===== src/rtl/cordic_sched.sv =====
// Round-robin scheduler sharing one iterative CORDIC cosine core between NUM_REQ requesters.
// Latency: accept T, core_start T+1, core_done T+18, resp_valid T+19 (clk_en held high).
// Backpressure: the result is held in RESP until resp_ready; req_ready stays low until the next IDLE.
//
// Ports: clock/aclr (async active-high)/clk_en; req_valid/req_data/req_ready per requester;
//        resp_valid/resp_id/resp_data/resp_err/resp_ready result channel;
//        core_start/core_dataa/core_result/core_done to the shared CORDIC core.
// Optional watchdog: define CORDIC_SCHED_WATCHDOG_EN to abort a job after WD_LIMIT BUSY cycles
// without core_done (resp_err=1, resp_data=0). Without it resp_err is tied low.
module cordic_sched #(
    parameter int NUM_REQ  = 4,
    parameter int DATA_W   = 21,
    parameter int ID_W     = 2,
    parameter int WD_LIMIT = 24
) (
    input  logic                      clock,
    input  logic                      aclr,
    input  logic                      clk_en,
    input  logic [NUM_REQ-1:0]        req_valid,
    input  logic [NUM_REQ*DATA_W-1:0] req_data,
    output logic [NUM_REQ-1:0]        req_ready,
    output logic                      resp_valid,
    output logic [ID_W-1:0]           resp_id,
    output logic [DATA_W-1:0]         resp_data,
    output logic                      resp_err,
    input  logic                      resp_ready,
    output logic                      core_start,
    output logic [DATA_W-1:0]         core_dataa,
    input  logic [DATA_W-1:0]         core_result,
    input  logic                      core_done
);

    localparam int CNT_W = $clog2(WD_LIMIT + 1);

    typedef enum logic [1:0] {IDLE, START, BUSY, RESP} state_t;

    state_t              state_q, state_d;
    logic [ID_W-1:0]     last_grant_q, last_grant_d;
    logic [ID_W-1:0]     job_id_q, job_id_d;
    logic [DATA_W-1:0]   dataa_q, dataa_d;
    logic                resp_valid_q, resp_valid_d;
    logic [ID_W-1:0]     resp_id_q, resp_id_d;
    logic [DATA_W-1:0]   resp_data_q, resp_data_d;
    logic [CNT_W-1:0]    cnt_q, cnt_d;

    logic                grant_vld;
    logic [ID_W-1:0]     grant_idx;
    logic [NUM_REQ-1:0]  grant_oh;
    logic [DATA_W-1:0]   grant_dat;
    int                  best_dist;
    logic                wd_hit;

`ifdef CORDIC_SCHED_WATCHDOG_EN
    logic resp_err_q, resp_err_d;
    // Counter is 0 in the first BUSY cycle, so WD_LIMIT-1 marks the last allowed BUSY cycle.
    assign wd_hit   = (state_q == BUSY) && (cnt_q == CNT_W'(WD_LIMIT - 1));
    assign resp_err = resp_err_q;
`else
    assign wd_hit   = 1'b0;
    assign resp_err = 1'b0;
`endif

    // Round-robin search: distance 0 is the port right after last_grant, wrapping upward.
    // The smallest distance among valid ports wins.
    always_comb begin
        grant_vld = 1'b0;
        grant_idx = '0;
        grant_oh  = '0;
        grant_dat = '0;
        best_dist = NUM_REQ;
        for (int i = 0; i < NUM_REQ; i++) begin
            if (req_valid[i] &&
                (((i + NUM_REQ - 1 - int'(last_grant_q)) % NUM_REQ) < best_dist)) begin
                best_dist   = (i + NUM_REQ - 1 - int'(last_grant_q)) % NUM_REQ;
                grant_vld   = 1'b1;
                grant_idx   = ID_W'(i);
                grant_oh    = '0;
                grant_oh[i] = 1'b1;
                grant_dat   = req_data[i*DATA_W +: DATA_W];
            end
        end
    end

    // FSM state register; every transition needs an enabled cycle.
    always_ff @(posedge clock or posedge aclr) begin
        if (aclr) begin
            state_q <= IDLE;
        end else if (clk_en) begin
            state_q <= state_d;
        end
    end

    // FSM next-state logic. core_done outside BUSY is the free-running core and is ignored.
    always_comb begin
        state_d = state_q;
        case (state_q)
            IDLE:    if (grant_vld) state_d = START;
            START:   state_d = BUSY;
            BUSY:    if (core_done || wd_hit) state_d = RESP;
            RESP:    if (resp_ready) state_d = IDLE;
            default: state_d = IDLE;
        endcase
    end

    // FSM outputs: strobes exist only on enabled cycles and never while reset is applied.
    always_comb begin
        req_ready  = '0;
        core_start = 1'b0;
        if (clk_en && !aclr) begin
            case (state_q)
                IDLE:    req_ready  = grant_oh;
                START:   core_start = 1'b1;
                default: ;
            endcase
        end
    end

    // Datapath next-state.
    always_comb begin
        last_grant_d = last_grant_q;
        job_id_d     = job_id_q;
        dataa_d      = dataa_q;
        resp_valid_d = resp_valid_q;
        resp_id_d    = resp_id_q;
        resp_data_d  = resp_data_q;
        cnt_d        = cnt_q;
`ifdef CORDIC_SCHED_WATCHDOG_EN
        resp_err_d   = resp_err_q;
`endif
        case (state_q)
            IDLE: begin
                if (grant_vld) begin
                    last_grant_d = grant_idx;
                    job_id_d     = grant_idx;
                    dataa_d      = grant_dat;
                end
            end
            START: cnt_d = '0;
            BUSY: begin
                cnt_d = cnt_q + 1'b1;
                // A real done wins over a watchdog expiring in the same cycle.
                if (core_done) begin
                    resp_valid_d = 1'b1;
                    resp_id_d    = job_id_q;
                    resp_data_d  = core_result;
`ifdef CORDIC_SCHED_WATCHDOG_EN
                    resp_err_d   = 1'b0;
`endif
                end else if (wd_hit) begin
                    resp_valid_d = 1'b1;
                    resp_id_d    = job_id_q;
                    resp_data_d  = '0;
`ifdef CORDIC_SCHED_WATCHDOG_EN
                    resp_err_d   = 1'b1;
`endif
                end
            end
            RESP: if (resp_ready) resp_valid_d = 1'b0;
            default: ;
        endcase
    end

    always_ff @(posedge clock or posedge aclr) begin
        if (aclr) begin
            last_grant_q <= ID_W'(NUM_REQ - 1);
            job_id_q     <= '0;
            dataa_q      <= '0;
            resp_valid_q <= 1'b0;
            resp_id_q    <= '0;
            resp_data_q  <= '0;
            cnt_q        <= '0;
`ifdef CORDIC_SCHED_WATCHDOG_EN
            resp_err_q   <= 1'b0;
`endif
        end else if (clk_en) begin
            last_grant_q <= last_grant_d;
            job_id_q     <= job_id_d;
            dataa_q      <= dataa_d;
            resp_valid_q <= resp_valid_d;
            resp_id_q    <= resp_id_d;
            resp_data_q  <= resp_data_d;
            cnt_q        <= cnt_d;
`ifdef CORDIC_SCHED_WATCHDOG_EN
            resp_err_q   <= resp_err_d;
`endif
        end
    end

    assign resp_valid = resp_valid_q;
    assign resp_id    = resp_id_q;
    assign resp_data  = resp_data_q;
    assign core_dataa = dataa_q;

endmodule

===== config.mk =====
export PLATFORM = sky130hd
export DESIGN_NAME = cordic_sched
export DESIGN_NICKNAME = d
export VERILOG_FILES = /design/src/rtl/cordic_sched.sv
export SDC_FILE = /design/constraint.sdc
export NUM_CORES = 1
export LEC_CHECK = 0
export ABC_AREA = 1
export ABC_CLOCK_PERIOD_IN_PS = 11700
export BUFFER_PORTS_ARGS = -buffer_cell sky130_fd_sc_hd__buf_2
export CAP_MARGIN = 30
export CORE_AREA = 2 2 83 85
export CTS_BUF_LIST = sky130_fd_sc_hd__clkbuf_8
export CTS_CLUSTER_SIZE = 8
export DETAILED_ROUTE_END_ITERATION = 10
export DIE_AREA = 0 0 85 87
export PLACE_DENSITY = 0.88
export REMOVE_ABC_BUFFERS = 1
export SYNTH_ARGS = -nofsm -noshare
export SYNTH_HDL_FRONTEND = slang
export SYNTH_SLANG_ARGS = --single-unit

===== constraint.sdc =====
create_clock -name clock -period 11.7 [get_ports clock]
set_input_delay 1.17 -clock clock [delete_from_list [all_inputs] [get_ports clock]]
set_output_delay 1.17 -clock clock [all_outputs]
set_load 0.02 [all_outputs]

Yosys cells after proc, flatten, opt, wreduce, memory -nomap -nowiden
Index checks and enable logic that the tools add are counted.

word-level totals
  input port bits = 114
  memories = 0
  output and inout bits = 51
  word-level logic and storage cells = 70
  register bits after elaboration = 51
  bits in read-only memories = 0
  RAM bits = 0
  bits in latches = 0

operators by class
  $mul = 0
  shift operators = 0
  bitwise operators = 4
  reduce and logical (&&, ||, !) cells = 16
  divide/modulo/power cells = 0
  multiplexer cells = 29
  add/subtract/negate cells = 4
  $lt $le $gt $ge = 4
  equal/unequal tests = 6

operators by type and width
  operator               count
  $lt A3 B32 Y1          3
  $mux W32               3
  $mux W21               4
  $mux W4                4
  $mux W2                6
  $sub A3 B2 Y4 const A  3
  $mux W1                10
  $pmux W2 S4            1
  $reduce_and A4 Y1      2
  $reduce_or A2 Y1       4
  $ne A2 B2 Y1 const B   3
  $reduce_and A3 Y1      2
  $logic_and A1 B1 Y1    5
  $and A1 B1 Y1          4
  $eq A2 B2 Y1 const B   2
  $lt A3 B4 Y1 const B   1
  $sub A2 B2 Y3 const A  1
  $eq A2 B1 Y1 const B   1
  $logic_not A2 Y1       1
  $pmux W1 S2            1
  $reduce_bool A2 Y1     1
  $logic_not A1 Y1       1

Logic depth before layout (Yosys ltp)
Gate-level depths: netlist (run 1).

  depth in word-level cells = 17
  mapped depth = 28
  mapped depth without buffers = 23

Worst setup path before layout (run 1)
Ideal clock, no wire load.

  kind = in2out
  start point = in req_valid[0]
  end point = out req_ready[0]
  required time = 10.530 ns
  buffers on the path = 5
  data arrival time = 4.522 ns
  setup slack = 6.008 ns
  stages on the path = 24
  cell sequence = buf_6 clkbuf_1 nand2_1 ha_1 nand3_2 nand3_2 buf_2 o21ai_0 ha_1 inv_1 nor2_1 nand2_1 nand3_2 buf_4 buf_6 nand2_1 o21ai_0 ha_1 inv_1 nor2_1 nand2_2 nand3_4 nand2_1 nor3_1

between the ends
  word-level cells in the longest chain between the ends = 13
  elaborated cells on any way between the ends = 16
  classes of those cells = 3 x order compare; 9 x mux; 4 x reduce/logical

ends and longest elaborated chain
  what                   RTL line  source
  start: declaration     19        input logic [NUM_REQ-1:0] req_valid,
  $logic_and A1 B1 Y1 *  72        if (req_valid[i] &&
  $mux W32               72
  $lt A3 B32 Y1          73        (((i + NUM_REQ - 1 - int'(last_grant_q)) % NUM_REQ) < best_dist)) begin
  $logic_and A1 B1 Y1    72
  $mux W32               72
  $lt A3 B32 Y1          73
  $logic_and A1 B1 Y1    72
  $mux W32               72
  $lt A3 B32 Y1          73
  $logic_and A1 B1 Y1    72
  $mux W4 *              72
  $mux W4 *              110       case (state_q)
  $mux W4 *              109       if (clk_en && !aclr) begin
  end: declaration       21        output logic [NUM_REQ-1:0] req_ready,

Mark *: on every way between the ends. The rest lies on a longest branch, timed or not.

Worst setup path after layout (run 1)
Same ends and word-level chain as after synthesis.

==> summary.json, run 1 <==
{
  "timing": {
    "fin_tns_setup_ns": 0,
    "grt_setup_unrepaired": "no",
    "setup_viol": 0,
    "total_count_of_hold_check_failures_in_the_final_report": 0,
    "fin_worst_skew_ns": 0.007002,
    "final_period_minus_worst_setup_slack_ns": 7.355,
    "tightest_slew_ns": 0.8257,
    "max_clock_freq_mhz": 136.0,
    "period_share_pct": 62.86,
    "drv_slew": 0,
    "setup_ws_ns": 4.345,
    "relSlewSlack_pct": 44.89
  },
  "worst_setup_path": {
    "critical-path-max-stage-delay_ns": 0.63,
    "crit_chain": "buf_2 -> nand2_1 -> ha_1 -> nand3_2 -> nand3_2 -> o21ai_0 -> ha_1 -> inv_1 -> nor2_1 -> nand2_1 -> nand3_2 -> o21ai_0 -> ha_1 -> nand2_1 -> nand3_4 -> nand2_1 -> nor3_1 -> buf_2",
    "critPathArrivalTime_ns": 6.18,
    "timing.critical_path.slowest_stage_cell": "sky130_fd_sc_hd__nand3_2",
    "r2r_cells": 17,
    "type_of_destination_of_the_critical_path": "primary output",
    "crit_path_frequent_cell": "sky130_fd_sc_hd__nand2_1",
    "worstSetupStartpointType": "input pin",
    "cp_data_required_time_ns": 10.53,
    "critical_path.max_fanout": 48,
    "timing.setup.critical_path_class": "input pin to primary output"
  },
  "floorplanning": {
    "die_height_um": 87,
    "initial_utilization_pct": 49.12,
    "core-area_um2": 6569,
    "fp.dieW_um": 85,
    "std_cell_rows": 30,
    "die_area_um2": 7395,
    "pin_count": 165
  },
  "hold_path": {
    "holdPathStages": 2,
    "min_path_type": "register to register"
  },
  "place": {
    "placedCellCount": 658,
    "port-buffer-count": 163,
    "dp_hpwl_mm": 6.821,
    "routabilityCongestion": 0.8390,
    "preCtsSetupSlack_ns": 4.352
  },
  "cts": {
    "cts_setup_buffers": 0,
    "postCtsResizedCells": 0,
    "cts_inserted_buffers": 5,
    "holdBufCountCts": 0,
    "tritoncts_num_sinks": 51,
    "clock_tree.root_cell": "sky130_fd_sc_hd__clkbuf_8",
    "max-clock-path-buffers": 2,
    "clk-insertion-delay-late_ns": 0.29,
    "htreeDepth": 2,
    "cts.reportedPaths.clkPinSlew_ns": 0.09,
    "cts_tree": "done"
  },
  "global_route": {
    "via_count_of_the_first_global_routing_pass": 3212,
    "residual_overflow_from_global_routing": 0,
    "grt_max_degree": 49,
    "grtUsageTotal_pct": 23.86,
    "grt_pass1_wl_mm": 14.27,
    "antenna_found_initial": 0
  },
  "synthesis": {
    "ys.warnings.count": 0,
    "post_synth.cell_area_avg_um2": 7.334,
    "netlist-cell-type-count": 26,
    "ys_ff_latch": 51,
    "netlist_area_um2": 3227,
    "syn-instance-count": 440,
    "synth.yosys.seq_area_share_pct": 39.63
  },
  "drt": {
    "drt_iter0_drc": 159,
    "finalWirelength_mm": 9.073,
    "detailroute.via_count": 3411,
    "vias_per_cell": 5.122,
    "route.detailed.drc": 0,
    "detail-route-antenna-nets": 0,
    "length_of_the_first_detailed_routing_pass_in_iterations": 5,
    "avgRoutedWirePerCell_um": 13.62
  },
  "cells_and_area": {
    "fin_cells": 666,
    "antenna-diode-count": 0,
    "post-route-util_pct": 62.82,
    "final_nets": 708,
    "area_delta_synth_final_pct": 27.88,
    "drive_gt1_share_pct": 35.84
  },
  "power_and_ir_drop": {
    "static-leakage-power_nw": 2.475,
    "irDropWorstVdd_uv": 160.9,
    "power_per_cell_area_nw_per_um2": 256.9,
    "p_total_w": 0.001060
  },
  "outcome": {
    "run_status": "completed"
  },
  "flow_run": {
    "maxCapViolations": 0
  }
}
-- final timing paths --
kind / startpoint / endpoint / slack, ns
worst max register to register: last_grant_q[0] / job_id_q[1] / 6.60
worst min register to register: core_dataa[6] / core_dataa[6] / 0.48
worst max-delay path: req_valid[0] / req_ready[0] / 4.35
worst min-delay path: core_dataa[6] / core_dataa[6] / 0.48
max in group asynchronous: aclr / core_dataa[16] / 10.37
min in group asynchronous: aclr / core_dataa[0] / 0.82
-- layer usage --
| metal | global-route usage [%] | share of wire (%) |
|---|---|---|
| met1 | 29.21 | 41 |
| met2 | 42.68 | 49 |
| met3 | 3.697 | 8.0 |
| met4 | 8.369 | 1.4 |
| met5 | 0 | 0 |
-- where the power goes --
part	switching, W	internal (W)	total, W
combinational	0.000422	0.000216	0.000638
clock	0.0000585	0.0000626	0.000121
sequential	0.0000411	0.000260	0.000301
-- kinds of logic (layout without fill, tap and decap cells) --
| kind of cell | after synthesis | after routing | synth area share (%) |
|---|---|---|---|
| buffers and inverters | 70 | 216 | 10.12 |
| xor gates and xnor gates | 1 | 1 | 0.2715 |
| and+or+nand+nor | 254 | 254 | 34.12 |
| DFF | 51 | 51 | 39.63 |
| adders and majority gates | 8 | 8 | 3.102 |
| AOI/OAI and AO/OA | 34 | 34 | 5.312 |
| other | 1 | 1 | 0.1162 |
| muxes | 21 | 21 | 7.329 |
-- Yosys cell counts, drive strengths merged --
cell type	number	area [µm²]
nor2	11	51.30
dfrtp	49	1226
o21ai	33	165.2
o22ai	1	6.260
ha	8	100.1
nand4	22	137.6
conb	1	3.750
nand3	28	172.7
mux2	21	236.5
inv	43	161.4
nand2	191	721.9
nor3b	1	12.51
buf	21	142.6
xor2	1	8.760
nor3	1	5.000
clkbuf	6	22.52
dfstp	2	52.55
-- registers in the layout, indices dropped and copies added, names as in the netlist --
register,cells
resp_data,21
resp_valid,1
job_id_q,2
state_q,2
resp_id,2
last_grant_q,2
core_dataa,21
-- placed cells by master, fill, tap and decap left out --
master and count:
sky130_fd_sc_hd__buf_12 1, sky130_fd_sc_hd__dfstp_2 2, sky130_fd_sc_hd__o21ai_1 10, sky130_fd_sc_hd__mux2_2 21, sky130_fd_sc_hd__nor3_1 1, sky130_fd_sc_hd__nand3_1 23
sky130_fd_sc_hd__o21ai_0 23, sky130_fd_sc_hd__nor2_4 1, sky130_fd_sc_hd__nand3_2 4, sky130_fd_sc_hd__dfrtp_1 49, sky130_fd_sc_hd__conb_1 1, sky130_fd_sc_hd__clkbuf_8 5
sky130_fd_sc_hd__nor3b_2 1, sky130_fd_sc_hd__nor2_1 9, sky130_fd_sc_hd__buf_4 1, sky130_fd_sc_hd__inv_2 4, sky130_fd_sc_hd__nand2_2 2, sky130_fd_sc_hd__nand3_4 1
sky130_fd_sc_hd__inv_1 39, sky130_fd_sc_hd__nand4_1 22, sky130_fd_sc_hd__bufinv_16 1, sky130_fd_sc_hd__clkinvlp_4 1, sky130_fd_sc_hd__nor2_2 1, sky130_fd_sc_hd__ha_1 8
sky130_fd_sc_hd__xor2_1 1, sky130_fd_sc_hd__buf_8 1, sky130_fd_sc_hd__o22ai_1 1, sky130_fd_sc_hd__buf_2 163, sky130_fd_sc_hd__nand2_1 189
-- worst max-delay path: cells and delay by family --
kind,cells,cell delay [ns]
adders and majority gates,3,0.79
and+or+nand+nor,10,2.65
AOI/OAI and AO/OA,2,0.85
buffers and inverters,3,0.71
-- stage by stage --
stage | area, µm² | hold slack (ns)
final | 4126 | 0.4838
after global routing | 4126 | 0.5145
after CTS | 4111 | 0.4849
after detailed placement | 4005 | 0.4615
after global placement | 3985 | 0.4563
after floorplan | 3062 | 0.4834
-- cell type report --
class / instances / area, µm²
tap: 80 / 100.1
multi-input combinational: 319 / 1622
clock inverter: 2 / 37.54
clock buffer: 5 / 68.82
timing repair buffer: 166 / 858.3
inverter: 43 / 161.4
fill: 585 / 2442
sequential: 51 / 1279
Note: power is estimated with default switching activity, not from simulation.
==> run 2: changes to the inputs <==
--- a/config.mk
+++ b/config.mk
@@ -6,15 +6,15 @@
 export NUM_CORES = 1
 export LEC_CHECK = 0
 export ABC_AREA = 1
-export ABC_CLOCK_PERIOD_IN_PS = 11700
+export ABC_CLOCK_PERIOD_IN_PS = 7500
 export BUFFER_PORTS_ARGS = -buffer_cell sky130_fd_sc_hd__buf_2
 export CAP_MARGIN = 30
-export CORE_AREA = 2 2 83 85
+export CORE_AREA = 2 2 86 88
 export CTS_BUF_LIST = sky130_fd_sc_hd__clkbuf_8
 export CTS_CLUSTER_SIZE = 8
 export DETAILED_ROUTE_END_ITERATION = 10
-export DIE_AREA = 0 0 85 87
-export PLACE_DENSITY = 0.88
+export DIE_AREA = 0 0 88 90
+export PLACE_DENSITY = 0.82
 export REMOVE_ABC_BUFFERS = 1
 export SYNTH_ARGS = -nofsm -noshare
 export SYNTH_HDL_FRONTEND = slang
==> constraint.sdc (replaced) <==
create_clock -name clock -period 7.5 [get_ports clock]
set_input_delay 0.75 -clock clock [delete_from_list [all_inputs] [get_ports clock]]
set_output_delay 0.75 -clock clock [all_outputs]
set_load 0.02 [all_outputs]
==> summary.json, run 2 (synthesis gave the netlist of run 1 again) <==
{
  "cts": {
    "postCtsResizedCells": {"value": 0, "change": "unchanged"},
    "cts_tree": "done",
    "max-clock-path-buffers": {"value": 2, "change": "unchanged"},
    "htreeDepth": {"value": 2, "change": "unchanged"},
    "clk-insertion-delay-late": {"value": 0.31, "unit": "ns", "change": "+0.02 ns"},
    "clock_tree.root_cell": "sky130_fd_sc_hd__clkbuf_8",
    "cts_setup_buffers": {"value": 0, "change": "unchanged"},
    "holdBufCountCts": {"value": 0, "change": "unchanged"},
    "tritoncts_num_sinks": {"value": 51, "change": "unchanged"},
    "cts.reportedPaths.clkPinSlew": {"value": 0.09, "unit": "ns", "change": "about the same"},
    "cts_inserted_buffers": {"value": 5, "change": "unchanged"}
  },
  "worst_setup_path": {
    "crit_chain": "buf_2 -> nand2_1 -> ha_1 -> nand3_2 -> nand3_2 -> o21ai_0 -> ha_1 -> inv_1 -> nor2_1 -> nand2_1 -> nand3_2 -> o21ai_0 -> ha_1 -> nand2_1 -> nand3_4 -> nand2_1 -> nor3_1 -> buf_2",
    "timing.setup.critical_path_class": "input pin to primary output",
    "rr_endpoint": "job_id_q[1]",
    "critical_path.max_fanout": {"value": 48, "change": "unchanged"},
    "crit_path_frequent_cell": "sky130_fd_sc_hd__nand2_1",
    "worstSetupStartpointType": "input pin",
    "critical-path-max-stage-delay": {"value": 0.59, "unit": "ns", "change": "-0.04 ns"},
    "startpoint_of_the_most_critical_register_to_register_path": "last_grant_q[0]",
    "crit_buf_inv": {"value": 3, "change": "unchanged"},
    "worst_setup_path_startpoint": "req_valid[0]",
    "r2r_cells": {"value": 17, "change": "unchanged"},
    "worst-r2r-setup-slack": {"value": 2.51, "unit": "ns", "change": "-4.09 ns"},
    "critical_path_depth": {"value": 18, "change": "unchanged"},
    "type_of_destination_of_the_critical_path": "primary output",
    "cp_data_required_time": {"value": 6.75, "unit": "ns", "change": "-3.78 ns"},
    "timing.critical_path.slowest_stage_cell": "sky130_fd_sc_hd__nand3_2",
    "crit_path_end": "req_ready[0]",
    "critPathArrivalTime": {"value": 5.58, "unit": "ns", "change": "-0.60 ns"},
    "top_delay_family_on_crit_path": "simple AND/OR/NAND/NOR gates"
  },
  "timing": {
    "total_count_of_hold_check_failures_in_the_final_report": {"value": 0, "change": "unchanged"},
    "fin_tns_setup": {"value": 0, "unit": "ns", "change": "unchanged"},
    "period_share_pct": 84.41,
    "drv_slew": {"value": 0, "change": "unchanged"},
    "setup_ws": {"value": 1.170, "unit": "ns", "change": "-3.176 ns"},
    "tightest_slew": {"value": 0.7843, "unit": "ns", "change": "-0.04142 ns"},
    "max_clock_freq_mhz": 158.0,
    "setup_viol": {"value": 0, "change": "unchanged"},
    "final_period_minus_worst_setup_slack_ns": 6.330,
    "grt_setup_unrepaired": "no",
    "relSlewSlack": {"value": 47.66, "unit": "%", "change": "+2.8 points"},
    "fin_worst_skew": {"value": 0.009885, "unit": "ns", "change": "+0.002883 ns"}
  },
  "power_and_ir_drop": {
    "power_per_cell_area": {"value": 392.2, "unit": "nW/µm²", "change": "+53%"},
    "static-leakage-power": {"value": 2.462, "unit": "nW", "change": "-0.50%"},
    "irDropWorstVdd": {"value": 240.0, "unit": "µV", "change": "+49%"},
    "p_total": {"value": 0.001617, "unit": "W", "change": "+53%"}
  },
  "floorplanning": {
    "core-area": {"value": 7020, "unit": "µm²", "change": "+6.9%"},
    "initial_utilization": {"value": 45.96, "unit": "%", "change": "-3.2 points"},
    "std_cell_rows": {"value": 31, "change": "+3.3%"},
    "pin_count": {"value": 165, "change": "unchanged"},
    "die_area": {"value": 7920, "unit": "µm²", "change": "+7.1%"},
    "die_height": {"value": 90, "unit": "µm", "change": "+3.4%"},
    "fp.dieW": {"value": 88, "unit": "µm", "change": "+3.5%"}
  },
  "outcome": {
    "run_status": "completed"
  },
  "cells_and_area": {
    "drive_gt1_share": {"value": 35.84, "unit": "%", "change": "unchanged"},
    "final_nets": {"value": 707, "change": "-0.14%"},
    "final_common_cell": "sky130_fd_sc_hd__nand2_1",
    "fin_cells": {"value": 685, "change": "+2.9%"},
    "antenna-diode-count": {"value": 0, "change": "unchanged"},
    "commonest_cells_after_routing_fill_and_taps_aside": "sky130_fd_sc_hd__nand2_1, sky130_fd_sc_hd__buf_2, sky130_fd_sc_hd__dfrtp_1",
    "area_delta_synth_final": {"value": 27.76, "unit": "%", "change": "about the same"}
  },
  "place": {
    "port-buffer-count": {"value": 163, "change": "unchanged"},
    "dp_hpwl": {"value": 6.502, "unit": "mm", "change": "-4.7%"},
    "placedCellCount": {"value": 677, "change": "+2.9%"},
    "preCtsSetupSlack": {"value": 1.067, "unit": "ns", "change": "-3.285 ns"},
    "routabilityCongestion": {"value": 0.8862, "change": "+5.6%"}
  },
  "drt": {
    "avgRoutedWirePerCell": {"value": 12.56, "unit": "µm", "change": "-7.8%"},
    "detail-route-antenna-nets": {"value": 0, "change": "unchanged"},
    "vias_per_cell": {"value": 4.876, "change": "-4.8%"},
    "detailroute.via_count": {"value": 3340, "change": "-2.1%"},
    "length_of_the_first_detailed_routing_pass_in_iterations": {"value": 4, "change": "-1"},
    "route.detailed.drc": {"value": 0, "change": "unchanged"},
    "drt_iter0_drc": {"value": 139, "change": "-13%"},
    "finalWirelength": {"value": 8.606, "unit": "mm", "change": "-5.1%"}
  },
  "hold_path": {
    "hold_path.startpoint": "core_dataa[19]",
    "holdPathStages": {"value": 2, "change": "unchanged"},
    "min_path_type": "register to register"
  },
  "flow_run": {
    "maxCapViolations": {"value": 0, "change": "unchanged"}
  },
  "global_route": {
    "residual_overflow_from_global_routing": {"value": 0, "change": "unchanged"},
    "via_count_of_the_first_global_routing_pass": {"value": 3129, "change": "-2.6%"},
    "antenna_found_initial": {"value": 0, "change": "unchanged"},
    "grtUsageTotal": {"value": 21.78, "unit": "%", "change": "-2.1 points"},
    "grt_max_degree": {"value": 53, "change": "+8.2%"},
    "grt_pass1_wl": {"value": 13.87, "unit": "mm", "change": "-2.8%"}
  }
}
## run 2: layout make-up
cell class | instances | area, µm²
timing repair buffer | 165 | 838.3
clock inverter | 2 | 16.27
tap | 99 | 123.9
multi-input combinational | 319 | 1622
inverter | 43 | 161.4
fill | 690 | 2898
clock buffer | 6 | 82.58
sequential | 51 | 1279
## run 2: metal layers
metal | up-vias | global-route usage, % | routed length (µm) | part of all wire, %
met5 | - | 0 | 0 | 0
met4 | 0 | 7.821 | 207 | 2.4
met3 | 19 | 4.683 | 635 | 7.4
met2 | 141 | 37.56 | 4205 | 49
met1 | 1497 | 26.24 | 3557 | 41
li1 | 1683 | - | - | -
## run 2: worst min path at each step
stage                     end  slack, ns
6_report       core_dataa[19]       0.48
5_1_grt        core_dataa[14]       0.50
4_1_cts         core_dataa[8]       0.49
3_5_place_dp    core_dataa[8]       0.46
3_3_place_gp    core_dataa[9]       0.46
2_1_floorplan     job_id_q[0]       0.48
## run 2: stage by stage
stage | util, % | cell area, µm² | hold WS [ns]
2_1_floorplan | - | 3062 | 0.4834
3_3_place_gp | 57.10 | 4009 | 0.4593
3_5_place_dp | 57.32 | 4024 | 0.4597
4_1_cts | 58.72 | 4123 | 0.4859
5_1_grt | 58.72 | 4123 | 0.4999
6_report | 58.72 | 4123 | 0.4796
## run 2: power by group
| part | internal [W] | leakage (nW) | switching (W) |
|---|---|---|---|
| logic | 0.000333 | 1.78 | 0.000642 |
| registers | 0.000405 | 0.631 | 0.0000632 |
| clock network | 0.0000755 | 0.0474 | 0.0000975 |
## run 2: worst reg2reg max path, delay by kind of cell (launching register included)
kind | cells | cell delay, ns
flip-flops | 1 | 0.58
XOR/XNOR | 1 | 0.24
buffers and inverters | 1 | 0.06
AO/OA/AOI/OAI | 3 | 0.93
adder cells (fa/ha/maj) | 3 | 0.77
AND/OR/NAND/NOR | 9 | 2.29
==> run 3: changes to the inputs <==
==> config.mk (replaced) <==
export PLATFORM = sky130hd
export DESIGN_NAME = cordic_sched
export DESIGN_NICKNAME = d
export VERILOG_FILES = /design/src/rtl/cordic_sched.sv
export SDC_FILE = /design/constraint.sdc
export NUM_CORES = 1
export LEC_CHECK = 0
export ABC_AREA = 0
export ABC_CLOCK_PERIOD_IN_PS = 5200
export BUFFER_PORTS_ARGS = -buffer_cell sky130_fd_sc_hd__buf_2
export CAP_MARGIN = 30
export CORE_AREA = 2 2 88 90
export CTS_BUF_LIST = sky130_fd_sc_hd__clkbuf_8
export CTS_CLUSTER_SIZE = 8
export DETAILED_ROUTE_END_ITERATION = 10
export DIE_AREA = 0 0 90 92
export PLACE_DENSITY = 0.78
export REMOVE_ABC_BUFFERS = 1
export SYNTH_ARGS = -nofsm -noshare
export SYNTH_HDL_FRONTEND = slang
export SYNTH_SLANG_ARGS = --single-unit
==> constraint.sdc (replaced) <==
create_clock -name clock -period 5.2 [get_ports clock]
set_input_delay 0.52 -clock clock [delete_from_list [all_inputs] [get_ports clock]]
set_output_delay 0.52 -clock clock [all_outputs]
set_load 0.02 [all_outputs]
==> summary.json, run 3 <==
{
  "synthesis": {
    "netlist_area": {"value": 2935, "unit": "µm²", "change": "-9.0%"},
    "synth.yosys.seq_area_share": {"value": 43.56, "unit": "%", "change": "+3.9 points"},
    "post_synth_main_area_contributors": "sky130_fd_sc_hd__dfrtp_1, sky130_fd_sc_hd__mux2_2, sky130_fd_sc_hd__a31oi_1",
    "netlist-cell-type-count": {"value": 38, "change": "+46%"},
    "netlist.area_leader.share": {"value": 41.77, "unit": "%", "change": "+3.8 points"},
    "synthDominantAreaCellType": "sky130_fd_sc_hd__dfrtp_1",
    "syn-instance-count": {"value": 315, "change": "-28%"},
    "async_s_r_ff_share_synth": {"value": 100.0, "unit": "%", "change": "unchanged"},
    "ys.warnings.count": {"value": 0, "change": "unchanged"},
    "synth_ff_type": "sky130_fd_sc_hd__dfrtp_1",
    "leading_cell_type_by_number_of_instances_after_synthesis": "sky130_fd_sc_hd__dfrtp_1",
    "count_of_flip_flops_with_a_built_in_enable_after_synthesis": {"value": 0, "change": "unchanged"},
    "post_synth_most_frequent_cells": "sky130_fd_sc_hd__dfrtp_1, sky130_fd_sc_hd__nor2_1, sky130_fd_sc_hd__a21oi_1",
    "post_synth.cell_area_avg": {"value": 9.318, "unit": "µm²", "change": "+27%"},
    "ys_ff_latch": {"value": 51, "change": "unchanged"}
  },
  "timing": {
    "max_clock_freq_mhz": 201.5,
    "relSlewSlack": {"value": 34.44, "unit": "%", "change": "-13 points"},
    "grt_setup_unrepaired": "no",
    "period_share_pct": 95.42,
    "fin_worst_skew": {"value": 0.006411, "unit": "ns", "change": "-0.003474 ns"},
    "tightest_slew": {"value": 0.9807, "unit": "ns", "change": "+0.1964 ns"},
    "fin_hold_ws": {"value": 0.1287, "unit": "ns", "change": "-0.3509 ns"},
    "drv_slew": {"value": 0, "change": "unchanged"},
    "setup_viol": {"value": 0, "change": "unchanged"},
    "final_period_minus_worst_setup_slack_ns": 4.962,
    "total_count_of_hold_check_failures_in_the_final_report": {"value": 0, "change": "unchanged"}
  },
  "worst_setup_path": {
    "crit_chain": "xor2_1 -> ha_1 -> a21o_1 -> a21oi_1 -> nor2_1 -> a21oi_1 -> ha_1 -> and4b_1 -> a22oi_2 -> mux2_2 -> ha_1 -> and2_1 -> o21a_4 -> a41oi_4 -> inv_1 -> nor2_1 -> buf_2",
    "crit_path_frequent_cell": "sky130_fd_sc_hd__ha_1",
    "critical_path.max_fanout": {"value": 6, "change": "-88%"},
    "crit_buf_inv": {"value": 2, "change": "-1"},
    "type_of_destination_of_the_critical_path": "primary output",
    "top_delay_family_on_crit_path": "compound AO/OA/AOI/OAI gates",
    "worstSetupStartpointType": "register",
    "critPathArrivalTime": {"value": 4.44, "unit": "ns", "change": "-1.14 ns"},
    "timing.critical_path.slowest_stage_cell": "sky130_fd_sc_hd__dfstp_2",
    "cp_data_required_time": {"value": 4.68, "unit": "ns", "change": "-2.07 ns"},
    "critical-path-max-stage-delay": {"value": 0.60, "unit": "ns", "change": "about the same"},
    "timing.setup.critical_path_class": "register to primary output"
  },
  "global_route": {
    "antenna_found_initial": {"value": 0, "change": "unchanged"},
    "grtUsageTotal": {"value": 21.49, "unit": "%", "change": "-0.29 points"},
    "grt_pass1_wl": {"value": 14.44, "unit": "mm", "change": "+4.1%"},
    "via_count_of_the_first_global_routing_pass": {"value": 3058, "change": "-2.3%"},
    "residual_overflow_from_global_routing": {"value": 0, "change": "unchanged"},
    "grt_max_degree": {"value": 45, "change": "-15%"}
  },
  "cts": {
    "htreeDepth": {"value": 2, "change": "unchanged"},
    "cts_inserted_buffers": {"value": 5, "change": "unchanged"},
    "cts_tree": "done",
    "cts.reportedPaths.clkPinSlew": {"value": 0.10, "unit": "ns", "change": "about the same"},
    "tritoncts_num_sinks": {"value": 51, "change": "unchanged"},
    "clk-insertion-delay-late": {"value": 0.30, "unit": "ns", "change": "about the same"},
    "clock_tree.root_cell": "sky130_fd_sc_hd__clkbuf_8",
    "holdBufCountCts": {"value": 0, "change": "unchanged"},
    "max-clock-path-buffers": {"value": 2, "change": "unchanged"}
  },
  "flow_run": {
    "maxCapViolations": {"value": 0, "change": "unchanged"}
  },
  "cells_and_area": {
    "drive_gt1_share": {"value": 45.80, "unit": "%", "change": "+10 points"},
    "final_common_cell": "sky130_fd_sc_hd__buf_2",
    "post-route-cell-area": {"value": 3968, "unit": "µm²", "change": "-3.8%"},
    "final_nets": {"value": 597, "change": "-16%"},
    "area_delta_synth_final_pct": 35.17,
    "antenna-diode-count": {"value": 0, "change": "unchanged"},
    "commonest_cells_after_routing_fill_and_taps_aside": "sky130_fd_sc_hd__buf_2, sky130_fd_sc_hd__dfrtp_1, sky130_fd_sc_hd__nor2_1",
    "post-route-util": {"value": 53.28, "unit": "%", "change": "-5.4 points"}
  },
  "power_and_ir_drop": {
    "power_per_cell_area": {"value": 639.8, "unit": "nW/µm²", "change": "+63%"},
    "static-leakage-power": {"value": 1.981, "unit": "nW", "change": "-20%"},
    "irDropWorstVdd": {"value": 307.1, "unit": "µV", "change": "+28%"}
  },
  "place": {
    "port-buffer-count": {"value": 163, "change": "unchanged"},
    "dp_hpwl": {"value": 6.682, "unit": "mm", "change": "+2.8%"},
    "placed_cell_area": {"value": 3825, "unit": "µm²", "change": "-4.9%"},
    "routabilityCongestion": {"value": 0.8271, "change": "-6.7%"}
  },
  "floorplanning": {
    "fp.dieW": {"value": 90, "unit": "µm", "change": "+2.3%"},
    "initial_utilization": {"value": 39.42, "unit": "%", "change": "-6.5 points"},
    "die_height": {"value": 92, "unit": "µm", "change": "+2.2%"},
    "pin_count": {"value": 165, "change": "unchanged"},
    "die_area": {"value": 8280, "unit": "µm²", "change": "+4.5%"},
    "core-area": {"value": 7447, "unit": "µm²", "change": "+6.1%"},
    "std_cell_rows": {"value": 32, "change": "+3.2%"}
  },
  "drt": {
    "finalWirelength": {"value": 9.178, "unit": "mm", "change": "+6.6%"},
    "drt_iter0_drc": {"value": 116, "change": "-17%"},
    "vias_per_cell": {"value": 5.256, "change": "+7.8%"},
    "avgRoutedWirePerCell": {"value": 15.88, "unit": "µm", "change": "+26%"},
    "route.detailed.drc": {"value": 0, "change": "unchanged"},
    "length_of_the_first_detailed_routing_pass_in_iterations": {"value": 5, "change": "+1"},
    "detail-route-antenna-nets": {"value": 0, "change": "unchanged"},
    "detailroute.via_count": {"value": 3038, "change": "-9.0%"}
  },
  "hold_path": {
    "min_path_type": "input pin to asynchronous set/reset pin"
  },
  "outcome": {
    "run_status": "completed"
  }
}
## run 3: cell count changes in the layout (fill, tap and decap cells not counted), sizes merged, moves of 11 or more
cell | before | now
a21oi | 0 | 27
nand2 | 191 | 23
o21ai | 33 | 16
nor2 | 11 | 28
nand4 | 22 | 0
buf | 165 | 176
a31oi | 0 | 22
inv | 43 | 19
## run 3: area by class of cell
class	count	area, µm²
sequential	51	1279
clock buffer	6	82.58
timing repair buffer	176	928.4
clock inverter	2	16.27
fill	724	3480
tap	102	127.6
multi-input combinational	222	1463
inverter	19	71.32
## run 3: repair_timing
action | CTS | global route
endpoints found under the hold margin | 0 | 0
setup endpoints to repair | 1 | 1
gates cloned | 0 | 1
pin swaps | 0 | 0
gates resized for setup | 1 | 0
buffers inserted | 0 | 2
## run 3: stage by stage
step | cells | total power, W | setup WS [ns] | TNS [ns]
floorplan | 291 | 0.001714 | -0.3267 | -0.5982
global placement | 565 | 0.002198 | 0.2462 | 0
detailed placement | 566 | 0.002272 | 0.04440 | 0
CTS | 574 | 0.002528 | 0.009821 | 0
global route | 578 | 0.002728 | 0.02212 | 0
finish | 578 | 0.002538 | 0.2379 | 0
## run 3: final timing paths
path,startpoint,endpoint,slack (ns),cells past startpoint
max in group asynchronous,aclr,core_dataa[3],4.24,3
min in group clock,core_result[7],resp_data[7],0.44,2
worst min-delay path,aclr,resp_data[19],0.13,2
worst max register to register,last_grant_q[0],core_dataa[18],0.72,16
worst min register to register,resp_data[11],resp_data[11],0.51,1
worst max-delay path,last_grant_q[0],req_ready[3],0.24,17
## run 3: power by group
group | switching, W | internal [W] | leakage (nW) | total, W
Combinational | 0.000967 | 0.000610 | 1.34 | 0.00158
Clock | 0.000136 | 0.000109 | 0.0474 | 0.000245
Sequential | 0.000110 | 0.000606 | 0.592 | 0.000716
Total | 0.00121 | 0.00133 | 1.98 | 0.00254
## run 3: cells by family (layout without fill, tap and decap cells)
group	Yosys count	count (layout)	synth area share [%]
mux	24	24	9.207
fa+ha+maj	8	8	3.410
buf+inv	43	203	7.161
xor+xnor	1	1	0.2984
other cells	1	1	0.1278
simple gates	89	90	14.07
compound gates	98	98	22.17
flops	51	51	43.56
## run 3: metal layers
layer	global-route usage, %	part of all wire [%]	vias up
met2	40.23	52	133
met4	6.154	1.4	0
li1	-	-	1439
met5	0	0	-
met1	24.99	40	1451
met3	4.026	6.4	15
